<file path="config.mk">
export PLATFORM = sky130hd
export DESIGN_NAME = mac_acc_stream
export DESIGN_NICKNAME = d
export VERILOG_FILES = /design/src/rtl/mac_acc_stream.sv
export SDC_FILE = /design/constraint.sdc
export NUM_CORES = 2
export LEC_CHECK = 0
export ABC_AREA = 0
export CAP_MARGIN = 10
export CORE_MARGIN = 2
export CORE_UTILIZATION = 40
export DETAILED_ROUTE_END_ITERATION = 10
export PLACE_DENSITY = 0.55
export SLEW_MARGIN = 15
export SYNTH_ARGS = -nofsm -noshare
export SYNTH_HDL_FRONTEND = slang
export SYNTH_SLANG_ARGS = --single-unit
</file>
<file path="constraint.sdc">
create_clock -name clk -period 10.1 [get_ports clk]
set_input_delay 2.02 -clock clk [delete_from_list [all_inputs] [get_ports clk]]
set_output_delay 2.02 -clock clk [all_outputs]
set_load 0.05 [all_outputs]
</file>
<file path="src/rtl/mac_acc_stream.sv">
// Streaming multiply-accumulate: sums a*b over each packet of (a,b,last) beats
// and emits one result per packet through a valid/ready output register.
module mac_acc_stream #(
  parameter int W          = 32,
  parameter int ACC_W      = 64,
  parameter int MUL_STAGES = 1,
  parameter int SIGNED     = 1,
  parameter int SATURATE   = 0,
  parameter int CNT_W      = 16
) (
  input  logic             clk,
  input  logic             rst,
  input  logic [W-1:0]     in_a,
  input  logic [W-1:0]     in_b,
  input  logic             in_last,
  input  logic             in_vld,
  output logic             in_rdy,
  output logic [ACC_W-1:0] out_acc,
  output logic [CNT_W-1:0] out_cnt,
  output logic             out_ovf,
  output logic             out_vld,
  input  logic             out_rdy
);

  localparam int PW = 2 * W;

  // Handshake: a beat transfers on a rising edge with in_vld & in_rdy, a result
  // transfers with out_vld & out_rdy. The whole pipe moves as one (adv); while
  // a result waits for out_rdy every stage, the accumulator and the count hold.
  logic adv;
  assign adv    = ~out_vld | out_rdy;
  assign in_rdy = adv;

  logic [W-1:0] a_q;
  logic [W-1:0] b_q;
  logic         last_q;
  logic         vld_q;

  always_ff @(posedge clk) begin
    if (rst) begin
      a_q    <= '0;
      b_q    <= '0;
      last_q <= 1'b0;
      vld_q  <= 1'b0;
    end else if (adv) begin
      a_q    <= in_a;
      b_q    <= in_b;
      last_q <= in_last;
      vld_q  <= in_vld;
    end
  end

  // Extending both operands to 2W before multiplying makes the low 2W bits of
  // the product correct for both signed and unsigned operation.
  logic [PW-1:0] a_x;
  logic [PW-1:0] b_x;
  logic [PW-1:0] prod_c;

  always_comb begin
    a_x = {{W{1'b0}}, a_q};
    b_x = {{W{1'b0}}, b_q};
    if (SIGNED != 0) begin
      a_x[PW-1:W] = {W{a_q[W-1]}};
      b_x[PW-1:W] = {W{b_q[W-1]}};
    end
    prod_c = a_x * b_x;
  end

  logic [PW-1:0] m_prod;
  logic          m_vld;
  logic          m_last;

  if (MUL_STAGES == 0) begin : g_comb
    assign m_prod = prod_c;
    assign m_vld  = vld_q;
    assign m_last = last_q;
  end else begin : g_pipe
    logic [PW-1:0]         prod_sr [MUL_STAGES];
    logic [MUL_STAGES-1:0] vld_sr;
    logic [MUL_STAGES-1:0] last_sr;

    always_ff @(posedge clk) begin
      if (rst) begin
        for (int i = 0; i < MUL_STAGES; i++) prod_sr[i] <= '0;
        vld_sr  <= '0;
        last_sr <= '0;
      end else if (adv) begin
        prod_sr[0] <= prod_c;
        vld_sr[0]  <= vld_q;
        last_sr[0] <= last_q;
        for (int i = 1; i < MUL_STAGES; i++) begin
          prod_sr[i] <= prod_sr[i-1];
          vld_sr[i]  <= vld_sr[i-1];
          last_sr[i] <= last_sr[i-1];
        end
      end
    end

    assign m_prod = prod_sr[MUL_STAGES-1];
    assign m_vld  = vld_sr[MUL_STAGES-1];
    assign m_last = last_sr[MUL_STAGES-1];
  end

  logic [ACC_W-1:0] acc_q;
  logic [CNT_W-1:0] cnt_q;
  logic             ovf_q;
  logic [ACC_W-1:0] prod_ext;
  logic [ACC_W:0]   sum_x;
  logic [ACC_W-1:0] sum_sel;
  logic [CNT_W-1:0] cnt_n;
  logic             ovf_now;

  always_comb begin
    prod_ext          = '0;
    prod_ext[PW-1:0]  = m_prod;
    if ((SIGNED != 0) && m_prod[PW-1]) begin
      for (int i = PW; i < ACC_W; i++) prod_ext[i] = 1'b1;
    end
    sum_x = {1'b0, acc_q} + {1'b0, prod_ext};
    if (SIGNED != 0) begin
      ovf_now = (acc_q[ACC_W-1] == prod_ext[ACC_W-1]) &&
                (sum_x[ACC_W-1] != acc_q[ACC_W-1]);
    end else begin
      ovf_now = sum_x[ACC_W];
    end
    sum_sel = sum_x[ACC_W-1:0];
    // A signed overflow always goes in the direction of the accumulator's sign.
    if (ovf_now && (SATURATE != 0)) begin
      if (SIGNED != 0) begin
        sum_sel = acc_q[ACC_W-1] ? {1'b1, {(ACC_W-1){1'b0}}} : {1'b0, {(ACC_W-1){1'b1}}};
      end else begin
        sum_sel = '1;
      end
    end
    cnt_n = (&cnt_q) ? cnt_q : cnt_q + CNT_W'(1);
  end

  always_ff @(posedge clk) begin
    if (rst) begin
      acc_q   <= '0;
      cnt_q   <= '0;
      ovf_q   <= 1'b0;
      out_acc <= '0;
      out_cnt <= '0;
      out_ovf <= 1'b0;
      out_vld <= 1'b0;
    end else if (adv) begin
      out_vld <= m_vld & m_last;
      if (m_vld) begin
        if (m_last) begin
          out_acc <= sum_sel;
          out_cnt <= cnt_n;
          out_ovf <= ovf_q | ovf_now;
          acc_q   <= '0;
          cnt_q   <= '0;
          ovf_q   <= 1'b0;
        end else begin
          acc_q   <= sum_sel;
          cnt_q   <= cnt_n;
          ovf_q   <= ovf_q | ovf_now;
        end
      end
    end
  end

endmodule

</file>
* Yosys cells after proc, flatten, opt, wreduce, memory -nomap -nowiden
Memories as Yosys holds them, arrays and structs flattened.
Cells that the tools add are included.
** Word-level totals
- Memory bits (writable) :: 64
- Register bits after elaboration :: 231
- Memories :: 1
- Output and inout port bits :: 83
- Input bits :: 69
- Word-level logic and storage cells :: 39
** Cells by class
- Add/subtract/negate cells :: 2
- Bitwise operators :: 4
- Reduce and logical (&&, ||, !) cells :: 5
- Equality and inequality tests :: 2
- $mul :: 1
- Multiplexer cells :: 11
** Memory list
- g_pipe.prod_sr :: words 1, width 64, read ports 1, clocked after Yosys merged registers in 0, wr ports 1, line 78 : logic [PW-1:0] prod_sr [MUL_STAGES];
** Operators by type and width (count)
- 2-to-1 mux 64 bit :: 2
- adder 64 bit :: 1
- multiplier 32 x 32 -> 64 bit :: 1
- OR reduction 64 bit :: 1
- 2-to-1 mux 16 bit :: 2
- adder 16 x 1 -> 16 bit, second input constant :: 1
- AND reduction 16 bit :: 1
- 2-to-1 mux 1 bit :: 7
- AND reduction 3 bit :: 1
- bitwise OR 1 bit :: 2
- AND reduction 2 bit :: 1
- AND 1 bit :: 1
- == test 1 bit :: 1
- logical AND 1 bit :: 1
- inequality test 1 bit :: 1
- NOT 1 bit :: 1

* Longest topological paths before layout
- Word-level depth :: 7
- Gate-level depth with buffers :: 30
- Depth with buffers taken out :: 29

* Least setup slack after synthesis
Ideal clock, no wire load.
- Path type :: reg-to-reg
- Start :: register a_q[31]
- End :: memory g_pipe.prod_sr[0][58] (netlist bit), data pin
- Buffers on the path :: 2
- Data arrival time :: 8.077 ns
- Setup slack :: 1.754 ns
- Clock period less this slack :: 8.346 ns
- Library setup time :: 0.269 ns
- Required time :: 9.831 ns
- Stages on the path, launching flop included :: 28
- Cells stage by stage :: dfxtp_1 -> clkbuf_1 -> nand2_1 -> inv_1 -> fa_1 -> inv_1 -> fa_1 -> fa_1 -> inv_1 -> fa_1 -> inv_1 -> fa_1 -> inv_1 -> fa_1 -> inv_1 -> fa_1 -> inv_1 -> fa_1 -> ha_1 -> clkbuf_1 -> nand2_1 -> or4_1 -> nor3_2 -> o311ai_2 -> a311oi_2 -> o31a_1 -> o21ai_1 -> nor3b_2
** Between the ends
- Cells in the longest elaborated chain, start to end :: 2
** RTL lines
- from (decl) :: line 34 : logic [W-1:0] a_q;
- from (signal assigned) :: line 46 : a_q <= in_a;
- multiplier 32 x 32 -> 64 bit :: line 66 : prod_c = a_x * b_x;
- 2-to-1 mux 64 bit (no line)
- to (decl) :: line 78
No other way between the ends.

* Worst setup path in the final report
- Start :: register b_q[9]
- End :: memory g_pipe.prod_sr[0][58] (netlist bit), data pin
** Between the ends
- Cells in the longest elaborated chain, start to end :: 2
** RTL lines
- from (decl) :: line 35 : logic [W-1:0] b_q;
- from (signal assigned) :: line 47 : b_q <= in_b;
- multiplier 32 x 32 -> 64 bit :: line 66
- 2-to-1 mux 64 bit (no line)
No other way between the ends.

==> run metrics <==
n_diodes=0; largest family of logic cells by synthesized area=adder cells; final cycle utilization of the critical path=just under 90%; Die W=360 um; Overall Global Routing Usage=22.9%; setup TNS=0 ns; hold depth=2; DRT Wirelength=145000 um; Post-CTS Hold Buffers=0; Hold Startpoint=out_acc[53]$_SDFFE_PP0P_; Seq. cell area=0.00656 mm^2; number of library cell types mapped by synthesis=91; pins over their slew limit=0; CTS root buf=clkbuf_16; Die Area=0.129 mm^2; R2R depth=25; area occupied by multi-input gates=0.0391 mm^2; Detail Route Antenna Nets=0; Post-Synth Simple-Gate Area=between 10% and 20%; Inst Count DP=7089; Critical Path Sink Type=register; Syn Std Cell Area=roughly 0.051 mm^2; Vias/cell=5.17; Hold Path Class=register to register; status=complete, no violations; Peak VDD IR=0.325 mV; critical path class=register to register; Max-slew headroom=19.9%; WHS Endpoint=out_acc[53]$_SDFFE_PP0P_; first-pass GRT wire length=233000 um; Mapped Cells=5521; final instance area=0.0550 mm^2; Layout area overhead=8.57%; Top Ports=152; core area=about 0.13 mm^2; setup slack after layout=1.09 ns; initial DRC count=2449; most area-consuming cells after synthesis=fa_1, dfxtp_1, inv_1; Final min period=between 9 and 10 ns; Max Cap Viol=0; Setup Skew=between 0.07 and 0.08 ns; Top FF cell, synth=dfxtp_1; initial antenna violation count=3; endpoints failing setup=0; vias in the first global route=around 40k; wire per inst=20.3 um; largest net degree at the start of global routing=75; largest area contributor in the netlist=fa_1; commonest non-fill, non-tap cell in the layout=fa_1; total gr overflow=0; Yosys top cell area share=between 40% and 50%; TritonCTS clock tree=done; initial core utilization=40.3%; fmax=111 MHz; DP Area=~0.054 mm^2; FF-to-FF Start=b_q[9]$_SDFFE_PP0N_; hold slack final=0.445 ns; syn_area_per_cell=9.17 um^2; Final Util=43.8%; pwr/cell area=269 mW/mm^2; postcts setup bufs=0; die height=360 um; clk_lat worst skew=0.67 ns; Num CTS Buffers=39; Compound-Gate Fraction of Synth Area=~9.3%; required time worst endpoint=10.44 ns; CTS resizes=0; Vias=around 37k; Synth Net Count=6921; Synth Area in Adders=49.0%; unrepaired setup endpoints after global routing=no; nets=6880; share of layout cells above drive strength 1=3.72%; most frequent cells in the layout=fa_1, inv_1, nand2_1; worst slew pin tran=about 1.2 ns; RR Endpoint=g_pipe.prod_sr[0][58]$_SDFFCE_PN0P_; row cnt=between 100 and 150; post-DP HPWL=117000 um; Synth Area in XOR/XNOR=2.15%; async set or reset register ratio after synthesis=0%; H-tree level count=2; post-route insts no fill=7161; clk slew on worst S/H paths=~0.07 ns; # clock sinks=between 200 and 300; TritonRoute pass-1 iters=6; register area share after synthesis=around an eighth; Routability Congestion=0.934; Tot Pwr=14.8 mW; maximum root-to-sink buffer count=3; cell leakage power=~26 nW; PortBufs=151; Synth Register Bits=295; DRC violations left=0; pre-CTS WS=approximately 1.1 ns; Final Hold Viols=0; arrival time at the worst endpoint=9.35 ns; FF-to-FF setup slack=1.09 ns; crit start category=register; mux contribution to synthesized area=less than 1%; Yosys warnings=0; CP Max Fanout=20; Fill cells=12.4k; Post-synth EDFFs=64
flip-flops by register name, indices dropped and copies added, names as in the netlist, 16 cells and up:
name and cells:
acc_q 64, g_pipe.prod_sr 64, out_acc 64, a_q 32, b_q 32, cnt_q 16, out_cnt 16
critical path, cell delays in order, from the launching register on:
cell and delay, ns:
dfxtp_1 0.88, buf_4 0.28, nand2_1 0.09, fa_1 0.46, fa_1 0.70, fa_1 0.50
inv_1 0.10, fa_1 0.80, inv_1 0.35, fa_1 0.58, inv_1 0.05, fa_1 0.53
inv_1 0.05, fa_1 0.48, inv_1 0.05, fa_1 0.46, ha_1 0.41, and2_1 0.22
nand3_1 0.08, or4_1 0.48, nor3_2 0.22, o311ai_2 0.18, a311oi_2 0.35, o31a_1 0.20
o21ai_1 0.06, nor3b_2 0.15
synthesized netlist by cell type (all sizes together) (26+ instances only):
master / n
a21o: 86
a21oi: 239
a22o: 50
a22oi: 49
and2: 520
and3: 30
clkbuf: 301
dfxtp: 231
edfxtp: 64
fa: 1083
ha: 248
inv: 1012
nand2: 745
nand2b: 26
nand3: 42
nand4: 33
nor2: 212
nor3: 44
o21ai: 101
xnor2: 77
xor2: 47
routing by layer:
metal  up-vias  part of all wire, %  GRT usage [%]
met1     19105                   49           34.7
met5         -                0.012              0
met3       126                  6.3           3.53
met2       946                   44           35.0
met4         4                  1.5           3.72
li1      16869                    -              -
cell type report:
| class | instances | share of cell area, % |
|---|---|---|
| Multi-Input combinational cell | 3896 | 71.2 |
| Sequential cell | 295 | 11.9 |
| Inverter | 1012 | 6.91 |
| Timing Repair Buffer | 236 | 3.91 |
| Tap cell | 1650 | 3.76 |
| Clock buffer | 55 | 1.96 |
| Clock inverter | 17 | 0.348 |
cells by family after synthesis:
logic type	count (synthesis)
simple gates	1735
fa+ha+maj	1331
compound gates	703
flops	295
xor+xnor	124
mux	3
buf+inv	1330
power breakdown:
| group | leakage, nW | switching (mW) | internal, mW |
|---|---|---|---|
| sequential | 2.63 | 0.153 | 1.54 |
| combinational | 22.5 | 7.10 | 4.56 |
| clock | 0.619 | 0.651 | 0.788 |
worst max-delay path by stage:
stage          slack [ns]                  from                                   to
6_report             1.09   b_q[9]$_SDFFE_PP0N_  g_pipe.prod_sr[0][58]$_SDFFCE_PN0P_
5_1_grt              0.61   b_q[8]$_SDFFE_PP0N_  g_pipe.prod_sr[0][58]$_SDFFCE_PN0P_
4_1_cts              1.06   b_q[9]$_SDFFE_PP0N_  g_pipe.prod_sr[0][58]$_SDFFCE_PN0P_
3_5_place_dp         1.09   b_q[9]$_SDFFE_PP0N_  g_pipe.prod_sr[0][58]$_SDFFCE_PN0P_
3_3_place_gp         1.16   b_q[9]$_SDFFE_PP0N_  g_pipe.prod_sr[0][58]$_SDFFCE_PN0P_
2_1_floorplan        1.75  a_q[31]$_SDFFE_PP0N_  g_pipe.prod_sr[0][58]$_SDFFCE_PN0P_
(Power assumes the default switching activity.)
